==> src/rtl/alu_issue_scheduler.sv <==
// Four-entry age-ordered ALU issue queue with tag wakeup, oldest-ready select
// and a single valid/ready issue register in front of the ALU.
module alu_issue_scheduler #(
  parameter int ENTRIES = 4
) (
  input  logic        clk,
  input  logic        rst,
  input  logic        i_flush,
  input  logic        i_enqValid,
  output logic        o_enqReady,
  input  logic [3:0]  i_enqControl_4,
  input  logic [3:0]  i_enqTag_4,
  input  logic [4:0]  i_enqAreg_5,
  input  logic        i_enqSrc1Rdy,
  input  logic        i_enqSrc2Rdy,
  input  logic [3:0]  i_enqSrc1Tag_4,
  input  logic [3:0]  i_enqSrc2Tag_4,
  input  logic [31:0] i_enqOp1_32,
  input  logic [31:0] i_enqOp2_32,
  input  logic        i_wakeValid,
  input  logic [3:0]  i_wakeTag_4,
  input  logic [31:0] i_wakeData_32,
  output logic        o_issueValid,
  input  logic        i_issueReady,
  output logic [3:0]  o_issueControl_4,
  output logic [3:0]  o_issueTag_4,
  output logic [31:0] o_issueOp1_32,
  output logic [31:0] o_issueOp2_32,
  output logic [4:0]  o_issueAreg_5,
  output logic [2:0]  o_count_3
);
  localparam int IDXW = $clog2(ENTRIES);

  typedef struct packed {
    logic [3:0]  ctrl;
    logic [3:0]  tag;
    logic [4:0]  areg;
    logic        s1_rdy;
    logic [3:0]  s1_tag;
    logic [31:0] op1;
    logic        s2_rdy;
    logic [3:0]  s2_tag;
    logic [31:0] op2;
  } entry_t;

  entry_t [ENTRIES-1:0] ent_q, ent_d;
  entry_t               iss_q, iss_d, enq_ent;
  logic                 iss_vld_q, iss_vld_d;
  logic [2:0]           count_q, count_d, enq_pos;
  logic                 sel_hit, sel_fire, enq_fire;
  logic [IDXW-1:0]      sel_idx;

  function automatic entry_t wake(entry_t e, logic v, logic [3:0] t, logic [31:0] d);
    entry_t r = e;
    if (v && !r.s1_rdy && r.s1_tag == t) begin r.s1_rdy = 1'b1; r.op1 = d; end
    if (v && !r.s2_rdy && r.s2_tag == t) begin r.s2_rdy = 1'b1; r.op2 = d; end
    return r;
  endfunction

  assign o_enqReady = (count_q < 3'(ENTRIES)) && !i_flush;
  assign enq_fire   = i_enqValid && o_enqReady;

  // Select looks only at registered readiness, so a wakeup never issues on its own edge.
  always_comb begin
    sel_hit = 1'b0;
    sel_idx = '0;
    for (int i = ENTRIES-1; i >= 0; i--) begin
      if (3'(i) < count_q && ent_q[i].s1_rdy && ent_q[i].s2_rdy) begin
        sel_hit = 1'b1;
        sel_idx = IDXW'(i);
      end
    end
  end

  assign sel_fire = sel_hit && (!iss_vld_q || i_issueReady);
  assign enq_pos  = count_q - 3'(sel_fire);

  always_comb begin
    enq_ent = '{ctrl: i_enqControl_4, tag: i_enqTag_4, areg: i_enqAreg_5,
                s1_rdy: i_enqSrc1Rdy, s1_tag: i_enqSrc1Tag_4, op1: i_enqOp1_32,
                s2_rdy: i_enqSrc2Rdy, s2_tag: i_enqSrc2Tag_4, op2: i_enqOp2_32};
    ent_d = ent_q;
    if (sel_fire) begin
      for (int j = 0; j < ENTRIES-1; j++)
        if (IDXW'(j) >= sel_idx) ent_d[j] = ent_q[j+1];
      ent_d[ENTRIES-1] = '0;
    end
    for (int j = 0; j < ENTRIES; j++)
      ent_d[j] = wake(ent_d[j], i_wakeValid, i_wakeTag_4, i_wakeData_32);
    if (enq_fire)
      ent_d[enq_pos[IDXW-1:0]] = wake(enq_ent, i_wakeValid, i_wakeTag_4, i_wakeData_32);
    count_d = count_q + 3'(enq_fire) - 3'(sel_fire);
  end

  always_comb begin
    iss_d     = iss_q;
    iss_vld_d = iss_vld_q;
    if (sel_fire) begin
      iss_d     = ent_q[sel_idx];
      iss_vld_d = 1'b1;
    end else if (iss_vld_q && i_issueReady) begin
      iss_vld_d = 1'b0;
    end
  end

  always_ff @(posedge clk) begin
    if (rst) begin
      ent_q     <= '0;
      count_q   <= '0;
      iss_q     <= '0;
      iss_vld_q <= 1'b0;
    end else if (i_flush) begin
      ent_q     <= '0;
      count_q   <= '0;
      iss_vld_q <= 1'b0;
    end else begin
      ent_q     <= ent_d;
      count_q   <= count_d;
      iss_q     <= iss_d;
      iss_vld_q <= iss_vld_d;
    end
  end

  assign o_issueValid     = iss_vld_q;
  assign o_issueControl_4 = iss_q.ctrl;
  assign o_issueTag_4     = iss_q.tag;
  assign o_issueOp1_32    = iss_q.op1;
  assign o_issueOp2_32    = iss_q.op2;
  assign o_issueAreg_5    = iss_q.areg;
  assign o_count_3        = count_q;
endmodule
==> config.mk <==
export PLATFORM = sky130hd
export DESIGN_NAME = alu_issue_scheduler
export DESIGN_NICKNAME = d
export VERILOG_FILES = /design/src/rtl/alu_issue_scheduler.sv
export SDC_FILE = /design/constraint.sdc
export NUM_CORES = 2
export LEC_CHECK = 0
export ABC_AREA = 1
export BUFFER_PORTS_ARGS = -buffer_cell sky130_fd_sc_hd__buf_2
export CORE_ASPECT_RATIO = 1.25
export CORE_UTILIZATION = 40
export DETAILED_ROUTE_END_ITERATION = 6
export PLACE_DENSITY = 0.62
export SLEW_MARGIN = 20
export SYNTH_ARGS = -nofsm -noshare
export SYNTH_HDL_FRONTEND = slang
export SYNTH_SLANG_ARGS = --single-unit
==> constraint.sdc <==
create_clock -name clk -period 6.9 [get_ports clk]
set_input_delay 0.345 -clock clk [delete_from_list [all_inputs] [get_ports clk]]
set_output_delay 0.345 -clock clk [all_outputs]
set_load 0.05 [all_outputs]
# After elaboration in Yosys (flattened, before gate mapping)
# Index checks and enable logic that the tools add are counted.
word_totals:
  register_bits: 429
  latchBits: 0
  ram_bits: 0
  rom_bits: 0
  input_bits: 129
  out_inout_bits: 82
  elab_cells: 161
  mem_count: 0
classes:
  n_addsub: 3
  n_mul: 0
  n_div: 0
  n_lt_le_gt_ge: 11
  eq_ne: 10
  shift: 0
  mux: 44
  bitwise: 1
  n_reduce_logical: 49
ops:
  columns: ["op", "n"]
  rows:
  - ["348-bit 2-to-1 mux", 2]
  - ["87-bit 2-to-1 mux", 5]
  - ["32-bit 2-to-1 mux", 12]
  - ["348-bit bitwise mux", 1]
  - ["87-bit binary-select mux with 2-bit select", 1]
  - ["87-bit demux with 2-bit select", 1]
  - ["4-bit == test", 10]
  - ["1-bit logical AND", 33]
  - ["1-bit 2-to-1 mux", 18]
  - ["1-bit zero test", 12]
  - ["2-bit 2-to-1 mux", 4]
  - ["1-bit by 3-bit less-than comparator with 1-bit output, first input constant", 2]
  - ["2-bit by 3-bit less-than comparator with 1-bit output, first input constant", 2]
  - ["2-bit by 3-bit less-than comparator with 1-bit output, second input constant", 2]
  - ["1-bit by 2-bit greater-or-equal comparator with 1-bit output, first input constant", 2]
  - ["3-bit by 1-bit adder with 3-bit output", 1]
  - ["3-bit less-than comparator, second input constant", 1]
  - ["3-bit by 1-bit subtractor with 3-bit output", 1]
  - ["2-bit by 1-bit greater-or-equal comparator with 1-bit output, second input constant", 1]
  - ["2-bit greater-or-equal comparator, first input constant", 1]
  - ["2-bit AND reduction", 1]
  - ["2-bit nonzero test", 1]
  - ["2-bit OR reduction", 1]
  - ["2-bit by 1-bit subtractor with 2-bit output", 1]
  - ["2 further kinds", 2]

# Logic depth before layout (Yosys ltp)
logic_depth:
  word_depth: 16
  ltp_mapped: 19
  depth_no_buf: 17

# Worst setup path after synthesis
# Ideal clock, no wire load.
synth_path:
  path_kind: "register to register"
  startpoint: "reg count_q[1] (netlist: o_count_3[1])"
  endpoint: "reg ent_q[248] (netlist bit)"
  setup_ps: 116
  t_arrival_ps: 3670
  required_ps: 6784
  slack_ps: 3114
  path_stages_with_launch: 19
  path_buffers: 5
  synth_period_minus_slack_ps: 3786
  cell_sequence: "dfxtp_1 inv_1 ha_1 nor2_1 nand2_1 nand2_1 o21ai_4 inv_2 clkbuf_1 clkbuf_1 ha_1 xnor2_1 nor2_1 inv_1 clkbuf_1 clkbuf_1 clkbuf_1 o211ai_1 inv_1"
synth_via:
  elab_chain_cells: 15
  word_cells_on_any_way: 35
  classes_between: "add/sub (1); order compare (8); mux (14); reduce/logical (12)"
synth_lines:
  columns: ["item", "line", "source"]
  rows:
  - ["start, declared", "49", "logic [2:0] count_q, count_d, enq_pos;"]
  - ["start signal, assigned", "118", "count_q <= count_d;"]
  - ["2-bit by 3-bit less-than comparator with 1-bit output", "68", "if (3'(i) < count_q && ent_q[i].s1_rdy && ent_q[i].s2_rdy) begin"]
  - ["1-bit logical AND (2 in series)", "68", null]
  - ["1-bit 2-to-1 mux (4 in series)", "68", null]
  - ["1-bit logical AND", "75", "assign sel_fire = sel_hit && (!iss_vld_q || i_issueReady);"]
  - ["2-bit by 1-bit subtractor with 2-bit output", "76", "assign enq_pos = count_q - 3'(sel_fire);"]
  - ["2-bit by 3-bit less-than comparator with 1-bit output (implied by the code) / 2-bit by 1-bit greater-or-equal comparator with 1-bit output (equally long branches)", "91", "ent_d[enq_pos[IDXW-1:0]] = wake(enq_ent, i_wakeValid, i_wakeTag_4, i_wakeData_32);"]
  - ["1-bit logical AND (implied by the code)", "91", null]
  - ["87-bit 2-to-1 mux (implied by the code)", "91", null]
  - ["87-bit demux with 2-bit select", "91", null]
  - ["348-bit bitwise mux", "91", null]
  - ["348-bit 2-to-1 mux *", "90", "if (enq_fire)"]
  - ["end signal, assigned", "117", "ent_q <= ent_d;"]
  - ["end, declared", "46", "entry_t [ENTRIES-1:0] ent_q, ent_d;"]
# Mark *: on every way between the ends. The rest lies on a longest branch, timed or not.
# A chain may end at the register's enable or synchronous reset.

# Final worst setup path
layout_path:
  startpoint: "reg count_q[1] (netlist: o_count_3[1])"
  endpoint: "reg ent_q[322] (netlist bit)"
layout_via:
  elab_chain_cells: 15
  word_cells_on_any_way: 34
  classes_between: "add/sub (1); order compare (7); eq/ne (1); mux (10); reduce/logical (15)"
layout_lines:
  columns: ["item", "line"]
  rows:
  - ["2-bit by 3-bit less-than comparator with 1-bit output", "68"]
  - ["1-bit logical AND (2 in series)", "68"]
  - ["1-bit 2-to-1 mux (4 in series)", "68"]
  - ["1-bit logical AND", "75"]
  - ["2-bit by 1-bit subtractor with 2-bit output / 348-bit 2-to-1 mux (equally long branches)", "76, 83"]
  - ["2-bit by 3-bit less-than comparator with 1-bit output (implied by the code) (tied with other cells)", "91"]
  - ["1-bit logical AND, on equally long branches", "91, 55"]
  - ["87-bit 2-to-1 mux (implied by the code) / 1-bit logical AND (equally long branches)", "91, 55"]
  - ["87-bit demux with 2-bit select / 32-bit 2-to-1 mux (equally long branches)", "91, 55"]
  - ["348-bit bitwise mux", "91"]
  - ["348-bit 2-to-1 mux *", "90"]
# Marks and branches as above.

==> summary.md <==
| Metric | Value |
|---|---|
| Slew Limit Fails | `0` |
| Drt total wl | `109.8 mm` |
| Fin. Hold Viols | `0` |
| Synth Area in XOR/XNOR | `0.5119%` |
| Core box area | `0.06724 mm2` |
| Count of cell types in the netlist | `42` |
| Max layer used | `met5` |
| WS Path Type | `flip-flop to flip-flop` |
| Core Rows | `106` |
| Synth Area per Inst | `6.044 um2` |
| Die Y | `294.5 um` |
| Crit path launch type | `flip-flop` |
| Hold buffer count at CTS | `6` |
| Gates resized, CTS repair | `0` |
| Final ANT Viol Nets | `0` |
| Commonest non-fill, non-tap cells in the layout | `nand2_1, inv_1, o21ai_0` |
| # DRC | `0` |
| Power per cell area | `192.4 mW/mm2` |
| Largest net degree at the start of global routing | `206` |
| Starting density of the core | `40.71%` |
| Synth Area in Adders | `0.3016%` |
| Layout cells sized above 1 | `10.23%` |
| Met1 wire length | `43.45 mm` |
| Clock Skew | `22.31 ps` |
| Rel. slew slack | `17.99%` |
| Die ar. | `0.06950 mm2` |
| CTS tree | `built` |
| Net count after synthesis | `4665` |
| Post-CTS Setup Bufs | `0` |
| Chip width | `236.0 um` |
| Netlist area before placement | `0.02738 mm2` |
| Routed vias/inst | `5.569` |
| Worst skew pair latency | `620 ps` |
| Routed wl met2 | `48.28 mm` |
| Main combinational cell family by area after synthesis | `compound AO/OA/AOI/OAI gates` |
| GR Overflow Total | `0` |
| # port buffers | `210` |
| Power after layout | `5837 uW` |
| Post-layout min period | `4695 ps` |
| Fin crit share | `68.05%` |
| DR pass1 iterations | `6` |
| Vias | `29.92k` |
| Cells after synthesis | `4530` |
| Fillers | `7148` |
| Mux share of post-synthesis cell area | `0%` |
| Post-synthesis sequential area ratio | `31.37%` |
| Met3 routed WL | `11.44 mm` |
| RSZ-0062 raised after global routing | `no` |
| Gr usage total | `30.77%` |
| Fmax | `0.2130 GHz` |
| Clk sinks | `429` |
| Cts bufs inserted | `51` |
| Post-synthesis simple-gate area fraction | `24.66%` |
| Area growth syn-to-layout | `10.83%` |
| Final #Nets | `4605` |
| Clock Tree Buf Depth | `3` |
| Finish-stage setup viols | `0` |
| Number of DRC markers in iteration 0 | `2913` |
| Worst hold path class | `primary input to flip-flop` |
| Worst-Margin Slew | `1230 ps` |
| Worst EP required | `7400 ps` |
| Synth Area in Compound Gates | `25.50%` |
| Antenna violations before repair | `15` |
| Root Driver | `clkbuf_16` |
| Clk pin slew, worst setup/hold paths | `60 ps` |
| Ys Warns | `0` |
| Status | `finished clean` |
| Flops & latches, synth | `429` |
| Post-DR wirelength/cell | `20.44 um` |
| Top Ports | `211` |
| CP Max Fanout | `33` |
| Global-route wire length before repair | `164.7 mm` |
| Most common cell after layout, fill and taps aside | `nand2_1` |
| Setup TNS | `0 ps` |
| Crit end category | `flip-flop` |
| WP data arrival | `5200 ps` |
| Max IR drop VDD | `0.1939 mV` |
| H-tree lvl count | `2` |
| Dpl hpwl | `67.21 mm` |
| Static Leak | `0.01651 uW` |
| Placement-stage cell area | `0.02868 mm2` |
| Max-cap violations | `0` |
| GPL Wtd Cong | `0.9089` |
| Design area | `0.03034 mm2` |
| Number of global-route vias before repair | `26.88k` |
-- worst max-delay path: stages (launching register included) --
cell and delay [ps]:
dfxtp_1 350, inv_1 120, ha_1 210, nand2_2 80, nand2_4 110, nand2_4 110, o21ai_4 750, buf_4 460
nand2_1 180, a211oi_4 260, buf_4 410, nand3_1 710, buf_4 480, nand2_1 90, nand3_1 60, nand2_1 90
inv_1 40
-- routing by layer --
layer	global-route usage (%)	up-vias
li1	-	14434
met5	0	-
met4	17.92	18
met3	6.575	318
met2	48.12	1511
met1	38.98	13639
-- final cells by class --
class | count | area [um2] | area share, %
diodes | 4 | 10.01 | 0.03299
multi-input cells | 2846 | 14150 | 46.62
flip-flops and latches | 429 | 8588 | 28.30
well taps | 864 | 1081 | 3.563
repair buffers | 280 | 1679 | 5.534
clock inverters | 12 | 96.34 | 0.3175
inverters | 862 | 3242 | 10.68
clock buffers | 76 | 1500 | 4.944
-- worst paths after layout --
check	slack, ps	start	cells past startpoint	to
max reg2reg	2200	o_count_3[1]	16	ent_q[322]
min	30	i_enqAreg_5[4]	3	ent_q[339]
min reg2reg	470	ent_q[340]	2	ent_q[340]
max	2200	o_count_3[1]	16	ent_q[322]
-- sequential cells by signal, summed over array words and instances (netlist names) --
| register | cells |
|---|---|
| o_issueTag_4 | 4 |
| o_issueOp1_32 | 32 |
| ent_q | 348 |
| o_issueAreg_5 | 5 |
| o_issueControl_4 | 4 |
| o_count_3 | 3 |
| o_issueOp2_32 | 32 |
| o_issueValid | 1 |
-- power by group --
part	internal, uW	switching [uW]	leakage (uW)	total [uW]
sequential	2510	11.3	0.00346	2520
clock	1530	1160	0.000795	2680
combinational	159	476	0.0123	635
-- per-stage QoR --
stage | hold WS [ps] | setup WS, ps | cells | utilization, %
6_report | 29.28 | 2205 | 5373 | 45.12
5_1_grt | 29.98 | 1973 | 5371 | 45.12
2_1_floorplan | 445.8 | 3114 | 4530 | -
3_5_place_dp | 462.8 | 2269 | 5275 | 42.65
4_1_cts | 2.602 | 2276 | 5369 | 45.11
3_3_place_gp | 459.6 | 2366 | 5275 | 42.65
-- cells by family (layout without fill, tap and decap cells) --
family                     Yosys count  after routing
AOI/OAI and AO/OA                 1316           1316
adders and majority gates            6              6
xor gates and xnor gates            16             16
other                                0              4
buffers and inverters             1255           1230
DFF                                429            429
and+or+nand+nor                   1508           1508
-- synth_stat cells (all sizes together) --
master  instances  area (um2)
nand2         876        3308
inv           861        3232
o21ai         775        3890
dfxtp         429        8588
a21oi         400        2024
clkbuf        299        1161
nand4         226        1414
nand3         214        1081
nor2          119       446.7
buf            94       439.2
or2            65       406.6
o21bai         64       480.5
o211ai         58       435.4
xor2           15       131.4
a221oi          8       70.07
ha              5       62.56
a211oi          4       35.03
a31oi           4       25.02
nor3            4       30.03
nor3b           2       31.28
o22ai           2       12.51
a21boi          1       7.510
clkinv          1       3.750
fa              1       20.02
nand3b          1       20.02
nor4            1       12.51
xnor2           1       8.760
No activity file was read; power rests on OpenSTA's default activity.
